### src/rtl/cpu_pkg.sv
// Shared core definitions: control-kind encoding, default PC arithmetic
// constants and the link register index.
package cpu_pkg;

  typedef enum logic [1:0] {
    CTL_SEQ = 2'd0,
    CTL_BR  = 2'd1,
    CTL_BL  = 2'd2,
    CTL_RET = 2'd3
  } ctl_kind_e;

  localparam int unsigned PC_STEP_DEF  = 4;
  localparam int unsigned PIPE_ADJ_DEF = 8;
  localparam logic [3:0]  R14_IDX      = 4'd14;

endpackage

### src/rtl/pc_sequencer_if.sv
// Control/fetch bundle between the decode stage (master) and the PC sequencer (slave).
interface pc_sequencer_if #(
  parameter int unsigned ADDR_W    = 32,
  parameter int unsigned OFF_W     = 24,
  parameter int unsigned RAS_DEPTH = 4
);
  localparam int unsigned CNT_W = $clog2(RAS_DEPTH) + 1;

  logic              stall;
  logic [1:0]        ctl_kind;
  logic [OFF_W-1:0]  br_offset;
  logic [ADDR_W-1:0] pc;
  logic [ADDR_W-1:0] link_addr;
  logic              link_we;
  logic [CNT_W-1:0]  ras_count;
  logic              ras_underflow;
  logic              ras_overflow;

  modport master (
    output stall, ctl_kind, br_offset,
    input  pc, link_addr, link_we, ras_count, ras_underflow, ras_overflow
  );

  modport slave (
    input  stall, ctl_kind, br_offset,
    output pc, link_addr, link_we, ras_count, ras_underflow, ras_overflow
  );

endinterface

### src/rtl/ras_stack.sv
// Circular return-address stack; a push when full overwrites the oldest entry.
module ras_stack #(
  parameter  int unsigned DEPTH = 4,
  parameter  int unsigned WIDTH = 32,
  localparam int unsigned PTR_W = $clog2(DEPTH),
  localparam int unsigned CNT_W = PTR_W + 1
) (
  input  logic             clk,
  input  logic             reset,
  input  logic             push_i,
  input  logic             pop_i,
  input  logic [WIDTH-1:0] push_data_i,
  output logic [WIDTH-1:0] top_data_o,
  output logic [CNT_W-1:0] count_o,
  output logic             full_o,
  output logic             empty_o
);

  logic [WIDTH-1:0] mem_q [DEPTH];
  logic [PTR_W-1:0] top_q, top_d, wr_ptr;
  logic [CNT_W-1:0] count_q, count_d;

  assign wr_ptr     = top_q + PTR_W'(1);
  assign full_o     = (count_q == CNT_W'(DEPTH));
  assign empty_o    = (count_q == '0);
  assign count_o    = count_q;
  assign top_data_o = mem_q[top_q];

  // The slot after top is either free or the oldest entry, so a full push
  // naturally overwrites the oldest one.
  always_comb begin
    top_d   = top_q;
    count_d = count_q;
    if (push_i) begin
      top_d = wr_ptr;
      if (!full_o) count_d = count_q + CNT_W'(1);
    end else if (pop_i && !empty_o) begin
      top_d   = top_q - PTR_W'(1);
      count_d = count_q - CNT_W'(1);
    end
  end

  always_ff @(posedge clk) begin
    if (reset) begin
      top_q   <= '1;
      count_q <= '0;
    end else begin
      top_q   <= top_d;
      count_q <= count_d;
    end
  end

  always_ff @(posedge clk) begin
    if (push_i) mem_q[wr_ptr] <= push_data_i;
  end

endmodule

### src/rtl/pc_sequencer.sv
// Registered next-PC unit: sequential/branch/branch-with-link/return selection
// with stall hold, return-address stack and link-register write strobe.
module pc_sequencer
  import cpu_pkg::*;
#(
  parameter int unsigned      ADDR_W    = 32,
  parameter int unsigned      OFF_W     = 24,
  parameter int unsigned      PC_STEP   = PC_STEP_DEF,
  parameter int unsigned      PIPE_ADJ  = PIPE_ADJ_DEF,
  parameter int unsigned      RAS_DEPTH = 4,
  parameter logic [ADDR_W-1:0] RESET_PC = '0
) (
  input logic            clk,
  input logic            reset,
  pc_sequencer_if.slave  bus
);

  localparam int unsigned CNT_W = $clog2(RAS_DEPTH) + 1;

  logic [ADDR_W-1:0] pc_q, pc_d;
  logic [ADDR_W-1:0] link_addr_q, link_addr_d;
  logic              link_we_q, link_we_d;
  logic              unf_q, unf_d;
  logic              ovf_q, ovf_d;

  logic [ADDR_W-1:0] seq_pc, tgt, off_ext;
  logic [ADDR_W-1:0] ras_top;
  logic [CNT_W-1:0]  ras_cnt;
  logic              ras_push, ras_pop, ras_full, ras_empty;
  ctl_kind_e         kind;

  assign kind    = ctl_kind_e'(bus.ctl_kind);
  assign off_ext = ADDR_W'($signed(bus.br_offset));
  assign seq_pc  = pc_q + ADDR_W'(PC_STEP);
  assign tgt     = pc_q + (off_ext << 2) + ADDR_W'(PIPE_ADJ);

  ras_stack #(
    .DEPTH (RAS_DEPTH),
    .WIDTH (ADDR_W)
  ) u_ras (
    .clk         (clk),
    .reset       (reset),
    .push_i      (ras_push),
    .pop_i       (ras_pop),
    .push_data_i (seq_pc),
    .top_data_o  (ras_top),
    .count_o     (ras_cnt),
    .full_o      (ras_full),
    .empty_o     (ras_empty)
  );

  always_comb begin
    pc_d        = pc_q;
    link_addr_d = link_addr_q;
    link_we_d   = 1'b0;
    unf_d       = 1'b0;
    ovf_d       = 1'b0;
    ras_push    = 1'b0;
    ras_pop     = 1'b0;
    if (!bus.stall) begin
      unique case (kind)
        CTL_SEQ: pc_d = seq_pc;
        CTL_BR:  pc_d = tgt;
        CTL_BL: begin
          pc_d        = tgt;
          link_addr_d = seq_pc;
          link_we_d   = 1'b1;
          ras_push    = 1'b1;
          ovf_d       = ras_full;
        end
        CTL_RET: begin
          if (ras_empty) begin
            pc_d  = seq_pc;
            unf_d = 1'b1;
          end else begin
            pc_d    = ras_top;
            ras_pop = 1'b1;
          end
        end
        default: ;
      endcase
    end
  end

  always_ff @(posedge clk) begin
    if (reset) begin
      pc_q        <= RESET_PC;
      link_addr_q <= '0;
      link_we_q   <= 1'b0;
      unf_q       <= 1'b0;
      ovf_q       <= 1'b0;
    end else begin
      pc_q        <= pc_d;
      link_addr_q <= link_addr_d;
      link_we_q   <= link_we_d;
      unf_q       <= unf_d;
      ovf_q       <= ovf_d;
    end
  end

  assign bus.pc            = pc_q;
  assign bus.link_addr     = link_addr_q;
  assign bus.link_we       = link_we_q;
  assign bus.ras_count     = ras_cnt;
  assign bus.ras_underflow = unf_q;
  assign bus.ras_overflow  = ovf_q;

endmodule

### src/flat_wrapper.sv
// flat-port wrapper written by rule: the top's interface ports become plain ports
module pc_sequencer_flat import cpu_pkg::*;
#(
  parameter int unsigned      ADDR_W    = 32,
  parameter int unsigned      OFF_W     = 24,
  parameter int unsigned      PC_STEP   = PC_STEP_DEF,
  parameter int unsigned      PIPE_ADJ  = PIPE_ADJ_DEF,
  parameter int unsigned      RAS_DEPTH = 4,
  parameter logic [ADDR_W-1:0] RESET_PC = '0
)
  (clk, reset, bus_stall, bus_ctl_kind, bus_br_offset, bus_pc, bus_link_addr, bus_link_we, bus_ras_count, bus_ras_underflow, bus_ras_overflow);
  pc_sequencer_if #(.ADDR_W(ADDR_W), .OFF_W(OFF_W), .RAS_DEPTH(RAS_DEPTH)) bus_i ();
  input logic clk;
  input logic reset;
  input wire logic [$bits(bus_i.stall)-1:0] bus_stall;
  input wire logic [$bits(bus_i.ctl_kind)-1:0] bus_ctl_kind;
  input wire logic [$bits(bus_i.br_offset)-1:0] bus_br_offset;
  output wire logic [$bits(bus_i.pc)-1:0] bus_pc;
  output wire logic [$bits(bus_i.link_addr)-1:0] bus_link_addr;
  output wire logic [$bits(bus_i.link_we)-1:0] bus_link_we;
  output wire logic [$bits(bus_i.ras_count)-1:0] bus_ras_count;
  output wire logic [$bits(bus_i.ras_underflow)-1:0] bus_ras_underflow;
  output wire logic [$bits(bus_i.ras_overflow)-1:0] bus_ras_overflow;
  assign bus_i.stall = bus_stall;
  assign bus_i.ctl_kind = bus_ctl_kind;
  assign bus_i.br_offset = bus_br_offset;
  assign bus_pc = bus_i.pc;
  assign bus_link_addr = bus_i.link_addr;
  assign bus_link_we = bus_i.link_we;
  assign bus_ras_count = bus_i.ras_count;
  assign bus_ras_underflow = bus_i.ras_underflow;
  assign bus_ras_overflow = bus_i.ras_overflow;
  pc_sequencer #(.ADDR_W(ADDR_W), .OFF_W(OFF_W), .PC_STEP(PC_STEP), .PIPE_ADJ(PIPE_ADJ), .RAS_DEPTH(RAS_DEPTH), .RESET_PC(RESET_PC)) u_core (.clk(clk), .reset(reset), .bus(bus_i));
endmodule
### config.mk
export PLATFORM = sky130hd
export DESIGN_NAME = pc_sequencer_flat
export DESIGN_NICKNAME = d
export VERILOG_FILES = /design/src/rtl/cpu_pkg.sv /design/src/rtl/pc_sequencer_if.sv /design/src/rtl/ras_stack.sv /design/src/rtl/pc_sequencer.sv /design/src/flat_wrapper.sv
export SDC_FILE = /design/constraint.sdc
export NUM_CORES = 1
export LEC_CHECK = 0
export ABC_AREA = 1
export CAP_MARGIN = 20
export CORE_MARGIN = 2
export CORE_UTILIZATION = 25
export CTS_CLUSTER_SIZE = 28
export DETAILED_ROUTE_END_ITERATION = 8
export GPL_ROUTABILITY_DRIVEN = 0
export GPL_TIMING_DRIVEN = 1
export PLACE_DENSITY = 0.44
export SLEW_MARGIN = 20
export SYNTH_ARGS = -nofsm -noshare
export SYNTH_HDL_FRONTEND = slang
export SYNTH_SLANG_ARGS = --single-unit
### constraint.sdc
create_clock -name clk -period 10.3 [get_ports clk]
set_input_delay 2.06 -clock clk [delete_from_list [all_inputs] [get_ports clk]]
set_output_delay 2.06 -clock clk [all_outputs]
set_load 0.1 [all_outputs]
======== Word level (Yosys, flattened, before mapping) ========
Memories as Yosys holds them, arrays and structs flattened. A register that Yosys moved wholly into a read port is not among the register bits.
Cells that the tools add are included.
storage, ports and cells
  output and inout port bits .............. 70
  bits in writable memories ............... 128
  word-level logic and storage cells ...... 50
  input bits .............................. 29
  register bits ........................... 72
  memories kept ........................... 1
memory list
  name                words  bits a word  rd ports  clocked after memory_dff  wr ports  line             RTL
  u_core.u_ras.mem_q  4      32           1         1                         1         ras_stack.sv:19  logic [WIDTH-1:0] mem_q [DEPTH];
cells by class
  bitwise operators ....................... 3
  multiplexer cells ....................... 17
  add/sub/neg operators ................... 7
  reductions and logical operators ........ 10
  equal/unequal tests ..................... 5
operators by type and width
  kind                     count
  $pmux W32 S3             1
  $add A32 B3 Y32 const B  1
  $add A32 B32 Y32         1
  $add A32 B4 Y32 const B  1
  $mux W32                 1
  $mux W3                  3
  $mux W1                  8
  $mux W2                  4
  $reduce_or A3 Y1         2
  $eq A2 B2 Y1 const B     2
  $reduce_and A2 Y1        2
  $add A3 B1 Y3 const B    1
  $eq A3 B3 Y1 const B     1
  $logic_not A3 Y1         1
  $not A1 Y1               3
  $sub A3 B1 Y3 const B    1
  $add A2 B1 Y2 const B    1
  $eq A2 B1 Y1 const B     1
  $logic_not A2 Y1         1
  $ne A2 B2 Y1 const B     1
  $reduce_bool A2 Y1       1
  $reduce_or A2 Y1         1
  $sub A2 B1 Y2 const B    1
  $logic_and A1 B1 Y1      1
  $logic_not A1 Y1         1

======== Longest topological paths before layout ========
Gate-level depths: netlist of the first run.
  word-level depth ........................ 9
  depth in mapped cells ................... 18
  mapped depth without buffers ............ 18

======== Modules after synthesis ========
A second synthesis of the first run with hierarchy kept.
second synthesis, totals
  cell total of the unflattened synthesis .. 1535
  area, all modules ....................... 11833.8 µm²
modules (own cells, without submodules)
  module        times used  cells an instance  area each (µm²)  seq. area each (µm²)
  pc_sequencer  1           1160               6612.6           1341.3
  ras_stack     1           375                5221.3           3983.8

======== Least setup slack after synthesis of the first run ========
OpenSTA, ideal clock, no wires.
  path kind ............................... input to register
  start ................................... input port bus_ctl_kind[0]
  end ..................................... memory u_core.u_ras.mem_q[0][0] (enable)
  stages .................................. 7
  required time ........................... 9.879 ns
  setup slack ............................. 5.503 ns
  arrival ................................. 4.375 ns
  cells stage by stage .................... inv_1 > ha_1 > inv_1 > nor2_2 > inv_1 > clkbuf_1 > nor2_1
on the way
  longest elaborated chain between the ends .. 5
RTL lines
  element                        line                RTL
  from (decl)                    flat_wrapper.sv:16  input wire logic [$bits(bus_i.ctl_kind)-1:0] bus_ctl_kind;
  $eq A2 B2 Y1                   pc_sequencer.sv:61  unique case (kind)
  $mux W1                        pc_sequencer.sv:61
  $mux W1                        pc_sequencer.sv:60  if (!bus.stall) begin
  $mux W1                        ras_stack.sv:54     if (push_i) mem_q[wr_ptr] <= push_data_i;
  $mux W1 (not written as such)  ras_stack.sv:54
  to (decl)                      ras_stack.sv:19
No other way between the ends.

======== Worst setup path in the final report of the first run ========
  start ................................... input port bus_stall
  end ..................................... memory u_core.u_ras.mem_q[0][7] (enable)
on the way
  longest elaborated chain between the ends .. 3
RTL lines
  element                        line                RTL
  from (decl)                    flat_wrapper.sv:15  input wire logic [$bits(bus_i.stall)-1:0] bus_stall;
  $mux W1                        pc_sequencer.sv:60
  $mux W1                        ras_stack.sv:54
  $mux W1 (not written as such)  ras_stack.sv:54
No other way between the ends.

==> results.json, run 1 <==
{
  "arrival_ps": 5230,
  "clock_tree.root_cell": "clkbuf_16",
  "place_hpwl_mm": 27.3,
  "boundaryPins": 99,
  "groute.usage.overall": 0.157,
  "wirelength_met1_mm": 17.4,
  "powerDensity_nw_per_um2": 163,
  "hold_depth": 2,
  "die_w_um": 219,
  "grt_first_pass_wirelength_mm": 57.2,
  "num_antenna_cells": 0,
  "worst_r2r_startpoint": "u_core.bus.pc[2]$_SDFFE_PP0N_",
  "worst_r2r_path_depth": 15,
  "worst-slew-pin-transition_ps": 1030,
  "worstSetupPathDepth": 6,
  "syn_area_um2": 11500,
  "clockBufferDepth": 3,
  "postSynth.asyncResetShare": 0,
  "worst_path_dominant_cell_family": "buffers and inverters",
  "number_of_buffers_added_by_the_clock_tree_synthesis_step": 23,
  "routed_wl_mm": 37.7,
  "vias_per_cell": 4.53,
  "synth_largest_area_cell": "edfxtp_1",
  "placementRows": 78,
  "cts.hold.buffers_added": 0,
  "number_of_antenna_violations_at_the_first_check_in_global_routing": 0,
  "synth_area_leaders": "edfxtp_1, dfxtp_1, nand2_1",
  "numPortBuffers": 98,
  "numClockSinks": 202,
  "finalHoldViolations": 0,
  "drt_iter0_drc": 679,
  "area_growth_pct": 20.6,
  "timing.critical_path.from_type": "input pin",
  "clock-skew-final_ps": 10.1,
  "synth.most_common_cell": "nand2_1",
  "cpMaxStageDelayCell": "clkdlybuf4s50_1",
  "setup.worst_path.class": "in -> reg",
  "finalMaxSlewViolations": 0,
  "cts.repair_timing.setup_buffer_count": 0,
  "cp_slowest_stage_delay_ps": 850,
  "max_clock_freq_mhz": 198,
  "count_of_flip_flops_with_a_built_in_enable_after_synthesis": 128,
  "post_route_cells_drive_above_1_share": 0.0644,
  "seq_area_frac_synth": 0.462,
  "yosys_reg_bits": 202,
  "period_minus_slack_ps": 5060,
  "wl_met3_mm": 1.55,
  "post_cts.resized_instances": 0,
  "pin_count_of_the_biggest_net_entering_global_routing": 65,
  "dr_total_vias": 9755,
  "path_buf_inv": 4,
  "final_core_util": 0.306,
  "crit_path_start": "bus_stall",
  "timing.critical_path.mode_cell": "buf_4",
  "post_synth.cell_area_avg_um2": 7.93,
  "overflow": 0,
  "synth_top_flop_cell": "edfxtp_1",
  "synth.lib_cells_used.distinct": 49,
  "nFillCells": 4832,
  "setup_repair_after_global_routing_missed_its_margin": "false",
  "clock_transition_time_at_the_flip_flop_clock_pins_of_the_worst_setup_and_hold_paths_ps": 60,
  "period_share": 0.491,
  "finalNetCount": 1634,
  "hold_crit_start": "u_core.u_ras.count_o[1]$_SDFFE_PP0P_",
  "worstPathMaxFanout": 55,
  "floorplan.initialDensity": 0.254,
  "synthTopCellsByCount": "nand2_1, inv_1, nor2_1",
  "final.setup.tns_ps": 0,
  "insertion_delay_ps": 510,
  "wl_met2_mm": 17.8,
  "die_area_um2": 47800,
  "cp.required_ps": 10470,
  "core_area_um2": 45400,
  "route.antenna.remaining_nets": 0,
  "detailed_route_drc_error_count": 0,
  "drt_pass1_iterations": 5,
  "average_detailed_routed_wire_length_per_instance_um": 17.5,
  "endpoint_kind": "flip-flop",
  "crit_path_cell_trace": "clkdlybuf4s50_1 -> nor2_4 -> buf_4 -> inv_1 -> nor2_2 -> buf_4",
  "syn_nets": 1548,
  "cts_tree": "yes",
  "power.leakage_uw": 0.00604,
  "run_status": "finished, final reports clean",
  "timing.final.setup_violations": 0,
  "synth.yosys.warnings": 0,
  "first_global_vias": 9321,
  "slew-limit-headroom": 0.314,
  "synthesis.instances": 1452,
  "largest_vdd_supply_drop_v": 0.000112,
  "chipHeight_um": 219,
  "cts-htree-levels": 1,
  "synth.top_cell.area_share": 0.334,
  "timing.hold.worst.class": "reg -> reg",
  "highest-signal-layer": "met4",
  "cap_viol_max_count": 0
}
==> path summary, 6_finish.rpt <==
| check | to | slack [ps] |
|---|---|---|
| setup / recovery | u_core.u_ras.mem_q[0][7]$_DFFE_PP_ | 5240 |
| hold / removal | u_core.u_ras.count_o[1]$_SDFFE_PP0P_ | 500 |
| setup reg to reg | u_core.bus.pc[31]$_SDFFE_PP0N_ | 7380 |
| hold reg to reg | u_core.u_ras.count_o[1]$_SDFFE_PP0P_ | 500 |
==> metrics by stage <==
stage | total power, uW | setup slack [ps] | instances | hold WS, ps | area [um^2]
floorplan | 1320 | 5500 | 1452 | 495 | 11500
detailed placement | 1500 | 4670 | 2113 | 486 | 13200
finish | 2270 | 5240 | 2153 | 501 | 13900
CTS | 2290 | 5190 | 2153 | 502 | 13900
global route | 2370 | 5040 | 2153 | 539 | 13900
global placement | 1500 | 4740 | 2113 | 491 | 13200
==> cell families after synthesis <==
family / synth area share
DFF: 0.462
and+or+nand+nor: 0.235
xor gates and xnor gates: 0.0188
adders and majority gates: 0.0741
buffers and inverters: 0.0829
AOI/OAI and AO/OA: 0.126
==> placed cells by master, fill, tap and decap left out, types with 10 or more instances in the layout <==
master | synthesis | routed
edfxtp_1 | 128 | 128
nand3_1 | 64 | 64
nor2_1 | 149 | 145
xor2_1 | 16 | 16
o21ai_1 | 28 | 28
ha_1 | 65 | 65
o22ai_1 | 22 | 22
clkdlybuf4s50_1 | 0 | 98
nand2_1 | 384 | 384
a21oi_1 | 67 | 67
clkbuf_16 | 0 | 23
o21ai_0 | 104 | 104
inv_1 | 190 | 190
nand2_2 | 10 | 10
buf_4 | 2 | 14
dfxtp_1 | 74 | 72
==> metal layers <==
metal | up-vias | global-route usage
li1 | 4931 | -
met1 | 4550 | 0.212
met2 | 222 | 0.268
met3 | 52 | 0.0178
met4 | 0 | 0.0410
met5 | - | 0
==> state kept, by name, summed over array words and instances (netlist names), named ones only <==
signal / cells
u_core.bus.ras_overflow: 1
u_core.u_ras.mem_q: 128
u_core.u_ras.count_o: 3
u_core.bus.ras_underflow: 1
u_core.bus.link_addr: 32
u_core.bus.pc: 32
u_core.u_ras.top_q: 2
u_core.bus.link_we: 1
==> worst reg2reg max path, delay by kind of cell, from the launching register on <==
family / cells / cell delay, ps
DFF: 1 / 620
and+or+nand+nor: 9 / 1030
buffers and inverters: 2 / 210
AOI/OAI and AO/OA: 1 / 120
adders and majority gates: 3 / 880
==> power by group <==
part           switching [uW]  internal, uW  total, uW
Sequential               40.7           893        934
Combinational             393           150        543
Clock                     320           472        792
Total                     754          1520       2270
==> cell type report <==
cell class | count | area, um^2 | area share
Clock inverter | 10 | 96.3 | 0.00694
Inverter | 200 | 751 | 0.0541
Clock buffer | 30 | 622 | 0.0448
Multi-Input combinational cell | 999 | 5250 | 0.378
Sequential cell | 202 | 5330 | 0.384
Tap cell | 600 | 751 | 0.0541
Timing Repair Buffer | 112 | 1090 | 0.0782
Note: power is estimated with default switching activity, not from simulation.
==> inputs of run 2 (changes only) <==
clock period = 5 ns   (was 10.3 ns; I/O delays follow)
==> run 2 against run 1 <==
  * Wire length grew 3.2%
  * Power increased by 110%
  * Cell area up 0.93%
  * Setup slack got worse by 3700 ps
  * Clock skew increased by 6.0 ps
  * Cell count increased by 0.28%
  * Via count up 1.0%
  * Clock-buffer cell count grew 5
  * Largest cell class unchanged
==> results.json, run 2 (synthesized netlist as in run 1, its figures left out) <==
{
  "run_status": "finished, final reports clean",
  "cts.repair_timing.setup_buffer_count": 0,
  "timing.final.ws_setup_ps": 1580,
  "number_of_antenna_violations_at_the_first_check_in_global_routing": 0,
  "powerDensity_nw_per_um2": 347,
  "cpMaxStageDelayCell": "clkdlybuf4s50_1",
  "die_w_um": 219,
  "period_share": 0.683,
  "path_buf_inv": 1,
  "chipHeight_um": 219,
  "largest_vdd_supply_drop_v": 0.000250,
  "endpoint_kind": "output pin",
  "place_inst": 2115,
  "routed_wl_mm": 38.9,
  "clock-skew-final_ps": 16.2,
  "grt_first_pass_wirelength_mm": 58.2,
  "power.leakage_uw": 0.00609,
  "finalPower_uw": 4860,
  "groute.usage.overall": 0.162,
  "arrival_ps": 2420,
  "average_detailed_routed_wire_length_per_instance_um": 18.0,
  "place_hpwl_mm": 27.8,
  "vias_per_cell": 4.56,
  "die_area_um2": 47800,
  "drt_iter0_drc": 694,
  "drt_pass1_iterations": 6,
  "numPortBuffers": 98,
  "final.setup.tns_ps": 0,
  "dp_slack_ps": 1180,
  "cts_tree": "yes",
  "overflow": 0,
  "final_cell_mix": "nand2_1, inv_1, nor2_1",
  "number_of_flip_flops_in_the_largest_register": 128,
  "post_cts.resized_instances": 0,
  "insertion_delay_ps": 520,
  "route.antenna.remaining_nets": 0,
  "cap_viol_max_count": 0,
  "clock_transition_time_at_the_flip_flop_clock_pins_of_the_worst_setup_and_hold_paths_ps": 60,
  "timing.critical_path.from_type": "flip-flop",
  "finalHoldViolations": 0,
  "cp.required_ps": 4000,
  "slew-limit-headroom": 0.317,
  "timing.hold.worst.class": "reg -> reg",
  "placementRows": 78,
  "worstPathMaxFanout": 7,
  "post_route_cells_drive_above_1_share": 0.0667,
  "number_of_buffers_added_by_the_clock_tree_synthesis_step": 24,
  "dr_total_vias": 9854,
  "boundaryPins": 99,
  "final.hold.worst_slack_ps": 493,
  "mostFrequentLayoutCell": "nand2_1",
  "cp_slowest_stage_delay_ps": 1240,
  "period_minus_slack_ps": 3420,
  "max_flop_register": "u_core.u_ras.mem_q",
  "cts.hold.buffers_added": 0,
  "crit_path_cell_trace": "clkdlybuf4s50_1",
  "detailed_route_drc_error_count": 0,
  "worst_path_dominant_cell_family": "buffers and inverters",
  "setup.worst_path.class": "reg -> out",
  "first_global_vias": 9353,
  "cts-htree-levels": 1,
  "timing.final.setup_violations": 0,
  "setup_repair_after_global_routing_missed_its_margin": "false",
  "finalNetCount": 1637,
  "clockBufferDepth": 3,
  "numClockSinks": 202,
  "clock_tree.root_cell": "clkbuf_16",
  "final_cell_count_no_fill": 2159,
  "finalMaxSlewViolations": 0,
  "pin_count_of_the_biggest_net_entering_global_routing": 65,
  "num_antenna_cells": 0,
  "worst-slew-pin-transition_ps": 1020,
  "floorplan.initialDensity": 0.254,
  "max_clock_freq_mhz": 293,
  "core_area_um2": 45400,
  "area_growth_pct": 21.7
}
run 2: final timing paths:
kind | slack [ps] | depth (start not counted) | from | to
setup / recovery | 1580 | 1 | u_core.bus.pc[25]$_SDFFE_PP0N_ | bus_pc[25]
hold / removal | 490 | 2 | u_core.u_ras.count_o[1]$_SDFFE_PP0P_ | u_core.u_ras.count_o[1]$_SDFFE_PP0P_
setup reg to reg | 2100 | 12 | u_core.bus.pc[15]$_SDFFE_PP0N_ | u_core.bus.pc[22]$_SDFFE_PP0N_
hold reg to reg | 490 | 2 | u_core.u_ras.count_o[1]$_SDFFE_PP0P_ | u_core.u_ras.count_o[1]$_SDFFE_PP0P_
run 2: cell type report:
cell class | instances | area (um^2)
Fill cell | 4861 | 31400
Sequential cell | 202 | 5330
Multi-Input combinational cell | 999 | 5260
Timing Repair Buffer | 114 | 1100
Inverter | 200 | 753
Tap cell | 600 | 751
Clock buffer | 35 | 713
Clock inverter | 9 | 114
run 2: power breakdown:
group | leakage, uW | total, uW | switching (uW) | internal [uW]
clock network | 0.000404 | 1820 | 680 | 1140
logic | 0.00390 | 1130 | 820 | 312
registers | 0.00179 | 1920 | 77.2 | 1840
total | 0.00609 | 4860 | 1580 | 3290
run 2: routing by layer:
metal | wire (um) | global-route usage | vias to the layer above
li1 | - | - | 4940
met1 | 17500 | 0.212 | 4630
met2 | 18500 | 0.276 | 234
met3 | 1710 | 0.0237 | 50
met4 | 1160 | 0.0457 | 0
met5 | 0 | 0 | -
run 2: through the flow:
step | util | area [um^2]
finish | 0.309 | 14000
global route | 0.309 | 14000
CTS | 0.309 | 14000
detailed placement | 0.291 | 13200
global placement | 0.291 | 13200
floorplan | - | 11500
==> inputs of run 3 (changes only) <==
clock period = 3.4 ns   (was 5 ns; I/O delays follow)
==> run 3 against run 2 <==
  * Worst hold slack improved by 5.0 ps
  * Power rose by 47%
  * Sequential cell count did not move
  * Critical endpoint is now u_core.bus.pc[28]$_SDFFE_PP0N_
  * Largest power group unchanged
==> results.json, run 3 (synthesized netlist as in run 1, its figures left out) <==
{
  "final.hold.worst_slack_ps": 498,
  "cts_tree": "yes",
  "dpl_cell_area_um2": 13300,
  "chipHeight_um": 219,
  "powerDensity_nw_per_um2": 508,
  "floorplan.initialDensity": 0.254,
  "grt_first_pass_wirelength_mm": 59.1,
  "cp_slowest_stage_delay_ps": 470,
  "clockBufferDepth": 3,
  "die_area_um2": 47800,
  "number_of_flip_flops_in_the_largest_register": 128,
  "power.share.switching": 0.328,
  "layout.cell_area.non_filler_um2": 14100,
  "route.antenna.remaining_nets": 0,
  "comb_power_share": 0.242,
  "drt_iter0_drc": 624,
  "insertion_delay_ps": 510,
  "finalPower_uw": 7170,
  "internal_power_of_the_cells_uw": 4820,
  "final_core_util": 0.311,
  "cp.required_ps": 3850,
  "place_hpwl_mm": 28.4,
  "first_global_vias": 9588,
  "period_minus_slack_ps": 2850,
  "largest_vdd_supply_drop_v": 0.000399,
  "max_flop_register": "u_core.u_ras.mem_q",
  "overflow": 0,
  "finalMaxSlewViolations": 0,
  "timing.critical_path.from_type": "input pin",
  "vias_per_cell": 4.58,
  "area_growth_pct": 22.6,
  "finalNetCount": 1666,
  "clockPowerShare": 0.370,
  "dr_total_vias": 10030,
  "cap_viol_max_count": 0,
  "arrival_ps": 3290,
  "cts-htree-levels": 1,
  "power_frac_seq": 0.387,
  "setup_repair_after_global_routing_missed_its_margin": "false",
  "max_clock_freq_mhz": 351,
  "groute.usage.overall": 0.163,
  "power.leakage_uw": 0.00638,
  "clock-skew-final_ps": 8.77,
  "crit_path_cell_trace": "clkdlybuf4s50_1 -> ha_1 -> ha_1 -> nand2_1 -> nor2_1 -> nand3_1 -> nand3_1 -> nand2_1 -> nand3_1 -> nand3_1 -> nand2_1 -> nand2_1 -> a21oi_1",
  "cts.repair_timing.setup_buffer_count": 0,
  "worstPathMaxFanout": 5,
  "final_cell_mix": "nand2_1, inv_1, nor2_1",
  "post_cts.resized_instances": 0,
  "final_cell_count_no_fill": 2188,
  "place_inst": 2144,
  "core_area_um2": 45400,
  "number_of_buffers_added_by_the_clock_tree_synthesis_step": 24,
  "drt_pass1_iterations": 5,
  "routed_wl_mm": 39.3,
  "period_share": 0.837,
  "clock_transition_time_at_the_flip_flop_clock_pins_of_the_worst_setup_and_hold_paths_ps": 60,
  "numPortBuffers": 98,
  "endpoint_kind": "flip-flop",
  "timing.final.setup_violations": 0,
  "finalHoldViolations": 0,
  "number_of_antenna_violations_at_the_first_check_in_global_routing": 0,
  "die_w_um": 219,
  "average_detailed_routed_wire_length_per_instance_um": 18.0,
  "timing.hold.worst.class": "reg -> reg",
  "numClockSinks": 202,
  "placementRows": 78,
  "clock_tree.root_cell": "clkbuf_16",
  "post_route_cells_drive_above_1_share": 0.127,
  "setup.worst_path.class": "in -> reg",
  "cpMaxStageDelayCell": "clkdlybuf4s50_1",
  "p_sw_uw": 2350,
  "boundaryPins": 99,
  "worst-slew-pin-transition_ps": 975,
  "run_status": "finished, final reports clean",
  "slew-limit-headroom": 0.348,
  "mostFrequentLayoutCell": "nand2_1",
  "num_antenna_cells": 0,
  "detailed_route_drc_error_count": 0,
  "cts.hold.buffers_added": 0,
  "pin_count_of_the_biggest_net_entering_global_routing": 65
}
run 3: power groups by stage:
| stage | combinational (uW) | sequential [uW] | clock [uW] |
|---|---|---|---|
| after floorplan | 789 | 3210 | 0 |
| after global placement | 1750 | 2830 | 0 |
| after detailed placement | 1750 | 2830 | 0 |
| after CTS | 1760 | 2780 | 2710 |
| after global routing | 1910 | 2790 | 2800 |
| final | 1740 | 2780 | 2660 |
run 3: final cells by class:
class	instances	area [um^2]
timing repair buffer	143	1230
inverter	200	751
clock buffer	37	732
sequential	202	5330
clock inverter	7	86.3
fill	4848	31300
multi-input combinational	999	5250
tap	600	751
run 3: final timing paths:
path | start | endpoint | slack, ps | depth (start not counted)
min | u_core.u_ras.count_o[1]$_SDFFE_PP0P_ | u_core.u_ras.count_o[1]$_SDFFE_PP0P_ | 500 | 2
max reg2reg | u_core.bus.pc[3]$_SDFFE_PP0N_ | u_core.bus.pc[31]$_SDFFE_PP0N_ | 740 | 17
max | bus_br_offset[8] | u_core.bus.pc[28]$_SDFFE_PP0N_ | 550 | 13
min reg2reg | u_core.u_ras.count_o[1]$_SDFFE_PP0P_ | u_core.u_ras.count_o[1]$_SDFFE_PP0P_ | 500 | 2
run 3: critical path: cells and delay by family:
| family | cells | cell delay (ps) |
|---|---|---|
| simple gates | 9 | 1400 |
| buf+inv | 1 | 470 |
| compound gates | 1 | 130 |
| fa+ha+maj | 2 | 610 |
run 3: routing by layer:
layer  GRT usage  vias up  share of wire
met5           0        -              0
met4      0.0493        0          0.030
met3      0.0195       59          0.041
met2       0.280      258           0.48
met1       0.215     4701           0.45
li1            -     5012              -
run 3: through the flow:
step	worst slack [ps]	setup TNS (ps)
3_5_place_dp	58.9	0
4_1_cts	589	0
3_3_place_gp	54.9	0
6_report	554	0
2_1_floorplan	-16.6	-2120
5_1_grt	329	0
